<file path="src/rtl/i2s_rx_v_if.sv">
// ----------------------------------------------------------------------------
// i2s_rx_v_if
//   Bundles the I2S receiver's pin side and its sample side into one interface.
//   master : the receiver (samples the pins, drives o_valid/o_data/o_err)
//   slave  : the environment (drives the pins, consumes the samples)
// Signals
//   i_sclk, i_lrck, i_sdata : I2S pins, asynchronous to the receiver clock
//   o_valid                 : one-clk pulse, o_data holds a new sample
//   o_data [OUT_WIDTH]      : two's-complement sample, held between pulses
//   o_err                   : one-clk pulse, short frame discarded
// ----------------------------------------------------------------------------
interface i2s_rx_v_if #(
  parameter int OUT_WIDTH = 16
);
  logic                 i_sclk;
  logic                 i_lrck;
  logic                 i_sdata;
  logic                 o_valid;
  logic [OUT_WIDTH-1:0] o_data;
  logic                 o_err;

  modport master (
    input  i_sclk, i_lrck, i_sdata,
    output o_valid, o_data, o_err
  );

  modport slave (
    output i_sclk, i_lrck, i_sdata,
    input  o_valid, o_data, o_err
  );
endinterface

</file>
<file path="src/rtl/i2s_rx_v.sv">
// ----------------------------------------------------------------------------
// i2s_rx_v
//   I2S receiver front end. Oversamples the ADC's sclk/lrck/sdata pins on clk,
//   frames standard I2S words (one-bit delay after each lrck change, MSB
//   first) and emits the selected channel as valid-tagged parallel samples.
//   clk must run at least 4x sclk; sclk is never used as a clock.
// Ports
//   clk  : system clock
//   rst  : asynchronous, active-low reset
//   bus  : i2s_rx_v_if.master (pins in; o_valid/o_data/o_err out)
// ----------------------------------------------------------------------------
module i2s_rx_v #(
  parameter int SAMPLE_WIDTH = 24,  // bits per I2S word, MSB first
  parameter int OUT_WIDTH    = 16,  // top OUT_WIDTH bits kept, <= SAMPLE_WIDTH
  parameter int CHANNEL      = 0,   // 0 = left (lrck low), 1 = right
  parameter int SYNC_STAGES  = 2    // >= 2 flops per pin
) (
  input  logic       clk,
  input  logic       rst,
  i2s_rx_v_if.master bus
);

  localparam int CW = $clog2(SAMPLE_WIDTH);
  localparam logic [CW-1:0] LAST_BIT = CW'(SAMPLE_WIDTH - 1);

  typedef enum logic [1:0] {IDLE, SHIFT, WAIT} state_t;

  // Pin synchronisers and sclk rising-edge detect
  logic [SYNC_STAGES-1:0] sclk_sync, lrck_sync, sdata_sync;
  logic                   sclk_prev;
  logic                   sclk_s, lrck_s, sdata_s, tick;

  assign sclk_s  = sclk_sync[SYNC_STAGES-1];
  assign lrck_s  = lrck_sync[SYNC_STAGES-1];
  assign sdata_s = sdata_sync[SYNC_STAGES-1];
  assign tick    = sclk_s & ~sclk_prev;

  always_ff @(posedge clk or negedge rst) begin
    if (!rst) begin
      sclk_sync  <= '0;
      lrck_sync  <= '0;
      sdata_sync <= '0;
      sclk_prev  <= 1'b0;
    end else begin
      // NOTE: non-blocking assignments make every flop sample the old value of
      // its neighbour, which is what turns this chain into a real synchroniser.
      sclk_sync  <= {sclk_sync[SYNC_STAGES-2:0],  bus.i_sclk};
      lrck_sync  <= {lrck_sync[SYNC_STAGES-2:0],  bus.i_lrck};
      sdata_sync <= {sdata_sync[SYNC_STAGES-2:0], bus.i_sdata};
      sclk_prev  <= sclk_s;
    end
  end

  // Framing state. The shift register holds only the bits received so far;
  // the LSB is taken straight from sdata_s on the completing tick.
  state_t                  state_q, state_d;
  logic [CW-1:0]           bit_cnt_q, bit_cnt_d;
  logic                    chan_q, chan_d;
  logic                    lrck_prev_q, lrck_prev_d;
  logic                    primed_q, primed_d;
  logic [SAMPLE_WIDTH-2:0] shreg_q, shreg_d;
  logic [SAMPLE_WIDTH-1:0] word;
  logic                    lr_edge, capture, short_frame;

  assign word    = {shreg_q, sdata_s};
  // primed masks the first tick after reset, so a word already in flight
  // cannot be mistaken for a frame start.
  assign lr_edge = tick && primed_q && (lrck_s != lrck_prev_q);

  always_ff @(posedge clk or negedge rst) begin
    if (!rst) begin
      state_q     <= IDLE;
      bit_cnt_q   <= '0;
      chan_q      <= 1'b0;
      lrck_prev_q <= 1'b0;
      primed_q    <= 1'b0;
      // NOTE: the shift register is cleared although every word overwrites
      // it, so nothing from before reset can ever leak into a sample.
      shreg_q     <= '0;
    end else begin
      state_q     <= state_d;
      bit_cnt_q   <= bit_cnt_d;
      chan_q      <= chan_d;
      lrck_prev_q <= lrck_prev_d;
      primed_q    <= primed_d;
      shreg_q     <= shreg_d;
    end
  end

  always_comb begin
    // NOTE: every target gets its hold value first; a path that leaves one
    // unassigned would otherwise infer a latch.
    state_d     = state_q;
    bit_cnt_d   = bit_cnt_q;
    chan_d      = chan_q;
    lrck_prev_d = lrck_prev_q;
    primed_d    = primed_q;
    shreg_d     = shreg_q;
    if (tick) begin
      lrck_prev_d = lrck_s;
      primed_d    = 1'b1;
      if (lr_edge) begin
        // An edge always restarts capture: its own tick is the delay slot.
        state_d   = SHIFT;
        bit_cnt_d = '0;
        chan_d    = lrck_s;
      end else if (state_q == SHIFT) begin
        shreg_d   = word[SAMPLE_WIDTH-2:0];
        bit_cnt_d = bit_cnt_q + 1'b1;
        if (bit_cnt_q == LAST_BIT) state_d = WAIT;
      end
    end
  end

  // Output decode: both strobes are mutually exclusive because lr_edge
  // suppresses completion.
  always_comb begin
    capture     = tick && (state_q == SHIFT) && !lr_edge &&
                  (bit_cnt_q == LAST_BIT) && (chan_q == 1'(CHANNEL));
    short_frame = tick && (state_q == SHIFT) && lr_edge;
  end

  logic                 valid_q, err_q;
  logic [OUT_WIDTH-1:0] data_q;

  always_ff @(posedge clk or negedge rst) begin
    if (!rst) begin
      valid_q <= 1'b0;
      err_q   <= 1'b0;
      data_q  <= '0;
    end else begin
      valid_q <= capture;
      err_q   <= short_frame;
      if (capture) data_q <= word[SAMPLE_WIDTH-1 -: OUT_WIDTH];
    end
  end

  // Truncated LSBs are intentionally dropped.
  if (OUT_WIDTH < SAMPLE_WIDTH) begin : g_trunc
    logic unused_lsbs;
    assign unused_lsbs = ^word[SAMPLE_WIDTH-OUT_WIDTH-1:0];
  end

  assign bus.o_valid = valid_q;
  assign bus.o_err   = err_q;
  assign bus.o_data  = data_q;

endmodule

</file>
<file path="src/flat_wrapper.sv">
// flat-port wrapper written by rule: the top's interface ports become plain ports
module i2s_rx_v_flat 
#(
  parameter int SAMPLE_WIDTH = 24,                                 
  parameter int OUT_WIDTH    = 16,                                             
  parameter int CHANNEL      = 0,                                    
  parameter int SYNC_STAGES  = 2                         
)
  (clk, rst, bus_i_sclk, bus_i_lrck, bus_i_sdata, bus_o_valid, bus_o_data, bus_o_err);
  i2s_rx_v_if #(.OUT_WIDTH(OUT_WIDTH)) bus_i ();
  input  logic clk;
  input  logic rst;
  input wire logic [$bits(bus_i.i_sclk)-1:0] bus_i_sclk;
  input wire logic [$bits(bus_i.i_lrck)-1:0] bus_i_lrck;
  input wire logic [$bits(bus_i.i_sdata)-1:0] bus_i_sdata;
  output wire logic [$bits(bus_i.o_valid)-1:0] bus_o_valid;
  output wire logic [$bits(bus_i.o_data)-1:0] bus_o_data;
  output wire logic [$bits(bus_i.o_err)-1:0] bus_o_err;
  assign bus_i.i_sclk = bus_i_sclk;
  assign bus_i.i_lrck = bus_i_lrck;
  assign bus_i.i_sdata = bus_i_sdata;
  assign bus_o_valid = bus_i.o_valid;
  assign bus_o_data = bus_i.o_data;
  assign bus_o_err = bus_i.o_err;
  i2s_rx_v #(.SAMPLE_WIDTH(SAMPLE_WIDTH), .OUT_WIDTH(OUT_WIDTH), .CHANNEL(CHANNEL), .SYNC_STAGES(SYNC_STAGES)) u_core (.clk(clk), .rst(rst), .bus(bus_i));
endmodule
</file>
<file path="config.mk">
export PLATFORM = sky130hd
export DESIGN_NAME = i2s_rx_v_flat
export DESIGN_NICKNAME = d
export VERILOG_FILES = /design/src/rtl/i2s_rx_v_if.sv /design/src/rtl/i2s_rx_v.sv /design/src/flat_wrapper.sv
export SDC_FILE = /design/constraint.sdc
export NUM_CORES = 1
export LEC_CHECK = 0
export BUFFER_PORTS_ARGS = -buffer_cell sky130_fd_sc_hd__buf_2
export CAP_MARGIN = 20
export CORE_ASPECT_RATIO = 1.5
export CORE_MARGIN = 3
export CORE_UTILIZATION = 40
export CTS_CLUSTER_DIAMETER = 200
export DETAILED_ROUTE_END_ITERATION = 16
export PLACE_DENSITY = 0.62
export REMOVE_ABC_BUFFERS = 1
export SLEW_MARGIN = 20
export SYNTH_ARGS = -nofsm -noshare
export SYNTH_HDL_FRONTEND = slang
export SYNTH_SLANG_ARGS = --single-unit
</file>
<file path="constraint.sdc">
create_clock -name clk -period 5.3 [get_ports clk]
set_clock_uncertainty 0.05 [all_clocks]
set_input_delay 0.795 -clock clk [delete_from_list [all_inputs] [get_ports clk]]
set_output_delay 0.795 -clock clk [all_outputs]
set_load 0.02 [all_outputs]
</file>
==> impl_metrics.py <==
metrics = {
    "outcome": {
        "status": "completed",
    },
    "min_path": {
        "min_to": "u_core.sdata_sync[1]",
        "holdCritPathClass": "register to register",
        "hold-path-cell-count": 0,
        "worstHoldStart": "u_core.sdata_sync[0]",
    },
    "synthesis": {
        "synthAdderAreaFrac": 0.00563,
        "synth_top_family_by_area": "multiplexers",
        "yosys.area_share.simple": 0.0619,
        "synth_cells": 135,
        "ys_warn_count": 0,
        "synth_top_area_share": 0.653,
        "avgSynthCellArea_um2": 16.5,
        "synth_mux_area_frac": 0.220,
        "synth_cell_types": 29,
        "ys_seq_area_frac": 0.653,
        "ys.flop_type": "dfrtp_1",
        "synthArstFlopShare": 1.00,
        "synth_largest_area_cell": "dfrtp_1",
        "synth_compound_area_frac": 0.0270,
        "yosysMostFrequentCell": "dfrtp_1",
        "synth_seq_cells": 58,
        "syn_area_um2": 2220,
        "synthTopCellsByCount": "dfrtp_1 (58), mux2_2 (30), mux2_4 (10)",
        "synth_edf_count": 0,
        "synth_xor_area_frac": 0.0158,
        "synthTopCellsByArea": "dfrtp_1 (65%), mux2_2 (15%), mux2_4 (6.8%)",
    },
    "timing": {
        "period_needed_ns": 2.23,
        "drv_slew": 0,
        "period_share": 0.420,
        "fmax_ghz": 0.449,
        "relSlewSlack": 0.393,
        "tightest_slew_ns": 0.907,
        "finalHoldViolCount": 0,
        "fin_tns_setup_ns": 0,
        "setup-violations-final": 0,
        "hold_ws_ns": 0.297,
        "fin_ws_ns": 3.07,
        "rsz0062_at_grt": "no",
    },
    "drt": {
        "via_per_inst": 4.90,
        "firstDrtPassIters": 5,
        "ant_nets": 0,
        "vias": 1172,
        "first_iter_violations": 49,
        "wl_per_cell_um": 14.4,
        "wirelength_um": 3430,
        "drc": 0,
    },
    "clock_network": {
        "cts_buffers": 9,
        "ctsResizeCount": 0,
        "root_buffer": "clkbuf_8",
        "postCtsHoldBufs": 0,
        "h-tree-depth": 3,
        "cts_sinks": 58,
        "cts.path.max_buffers": 2,
        "cts_setup_buffers": 0,
        "cts_tree": "built",
        "clk_pin_slew_ns": 0.06,
        "clkLatencyLatePin_ns": 0.32,
    },
    "setup_path": {
        "crit_required_ns": 5.46,
        "crit_fanout": 16,
        "r2r_setup_slack_ns": 3.07,
        "endpoint_kind": "register",
        "cp-start-kind": "register",
        "arrival_ns": 2.39,
        "path_class": "register to register",
        "reg2reg_from": "u_core.sclk_prev",
        "rr_endpoint": "u_core.bus.o_data[0]",
        "r2r_cells": 4,
    },
    "floorplan": {
        "start_util": 0.424,
        "core_um2": 5250,
        "design.die.area_um2": 6500,
        "die_w_um": 66.9,
        "io_pins": 23,
        "fp.dieH_um": 97.3,
        "row_count": 32,
    },
    "final_layout": {
        "n_antenna_cell": 0,
        "layout.nets": 173,
        "area_delta_synth_final_pct": 16.4,
        "stdcell_area_um2": 2590,
        "fillCellCount": 483,
        "drive_gt1_frac": 0.497,
    },
    "power_and_ir_drop": {
        "power_w": 0.00102,
        "powerDensity_nw_per_um2": 395,
        "p_leak_nw": 1.29,
        "vdd_drop_max_v": 0.000188,
    },
    "placement": {
        "place_ws_ns": 3.02,
        "io_buffers": 22,
        "place_area_um2": 2400,
        "gp_congestion": 0.863,
        "dp_hpwl_um": 2310,
    },
    "global_routing": {
        "gr-usage-all-layers": 0.130,
        "grt_pass1_vias": 1310,
        "overflow": 0,
        "grt_antenna_before_repair": 0,
        "grt_pass1_wl_um": 6200,
        "grt_max_degree": 59,
    },
    "flow_run": {
        "drv_cap": 0,
    },
}
==> power by group <==
group          internal, W  leakage [nW]  switching, W  total [W]
logic            0.0000552         0.440     0.0000434  0.0000986
registers         0.000501         0.755     0.0000395   0.000541
clock network     0.000226        0.0962      0.000156   0.000382
==> per-layer routing <==
metal | part of all wire | up-vias | GRT usage
li1 | - | 537 | -
met1 | 0.40 | 607 | 0.155
met2 | 0.53 | 23 | 0.196
met3 | 0.050 | 5 | 0.0556
met4 | 0.017 | 0 | 0.0656
met5 | 0 | - | 0
==> sequential cells by signal, summed over array words and instances, names as in the netlist <==
name	flops
u_core.bit_cnt_q	5
u_core.bus.o_data	16
u_core.bus.o_err	1
u_core.bus.o_valid	1
u_core.chan_q	1
u_core.lrck_prev_q	1
u_core.lrck_sync	2
u_core.primed_q	1
u_core.sclk_prev	1
u_core.sclk_sync	2
u_core.sdata_sync	2
u_core.shreg_q	23
u_core.state_q	2
==> stage by stage <==
step | instances | utilization
after floorplan | 132 | -
after global placement | 224 | 0.458
after detailed placement | 224 | 0.458
after CTS | 239 | 0.493
after global routing | 239 | 0.493
final | 239 | 0.493
==> cells by family after synthesis <==
logic type	after synthesis
buffers and inverters	5
flip-flops	58
AO/OA/AOI/OAI	9
multiplexers	40
adder cells (fa/ha/maj)	1
AND/OR/NAND/NOR	18
XOR/XNOR	4
==> critical path: stages, from the launching register on <==
cell and delay [ns]:
dfrtp_1 0.38, and4bb_4 0.40, nand4_4 0.15, nor3_4 0.72, mux2_2 0.42
==> how the worst max path moves through the flow <==
stage | start | to | slack (ns) | cells past startpoint
after floorplan | u_core.sclk_prev | u_core.bus.o_data[0] | 3.28 | 4
after global placement | u_core.sclk_prev | u_core.bus.o_data[0] | 3.12 | 4
after detailed placement | u_core.sclk_prev | u_core.bus.o_data[0] | 3.02 | 4
after CTS | u_core.sclk_prev | u_core.bus.o_data[0] | 3.03 | 4
after global routing | u_core.sclk_prev | u_core.bus.o_data[2] | 2.92 | 4
final | u_core.sclk_prev | u_core.bus.o_data[0] | 3.07 | 4
==> layout make-up <==
cell class | count | area, um^2 | area share
Sequential cell | 58 | 1450 | 0.561
Multi-Input combinational cell | 72 | 733 | 0.283
Clock buffer | 12 | 145 | 0.0561
Timing Repair Buffer | 24 | 125 | 0.0484
Tap cell | 68 | 85.1 | 0.0329
Clock inverter | 3 | 40.0 | 0.0155
Inverter | 2 | 7.51 | 0.00290
==> layout by cell type (no fill, tap or decap), types with 2 or more instances in the layout <==
master	Yosys	layout
dfrtp_1	58	58
mux2_2	30	30
buf_2	2	22
mux2_4	10	10
clkbuf_8	0	10
nor2_1	4	4
o21ai_0	3	3
xor2_1	3	3
nor2b_1	2	2
nand4_1	2	2
inv_1	2	2
clkinv_2	0	2
clkbuf_1	0	2
buf_4	0	2
Power figures use the tool's default switching activity.
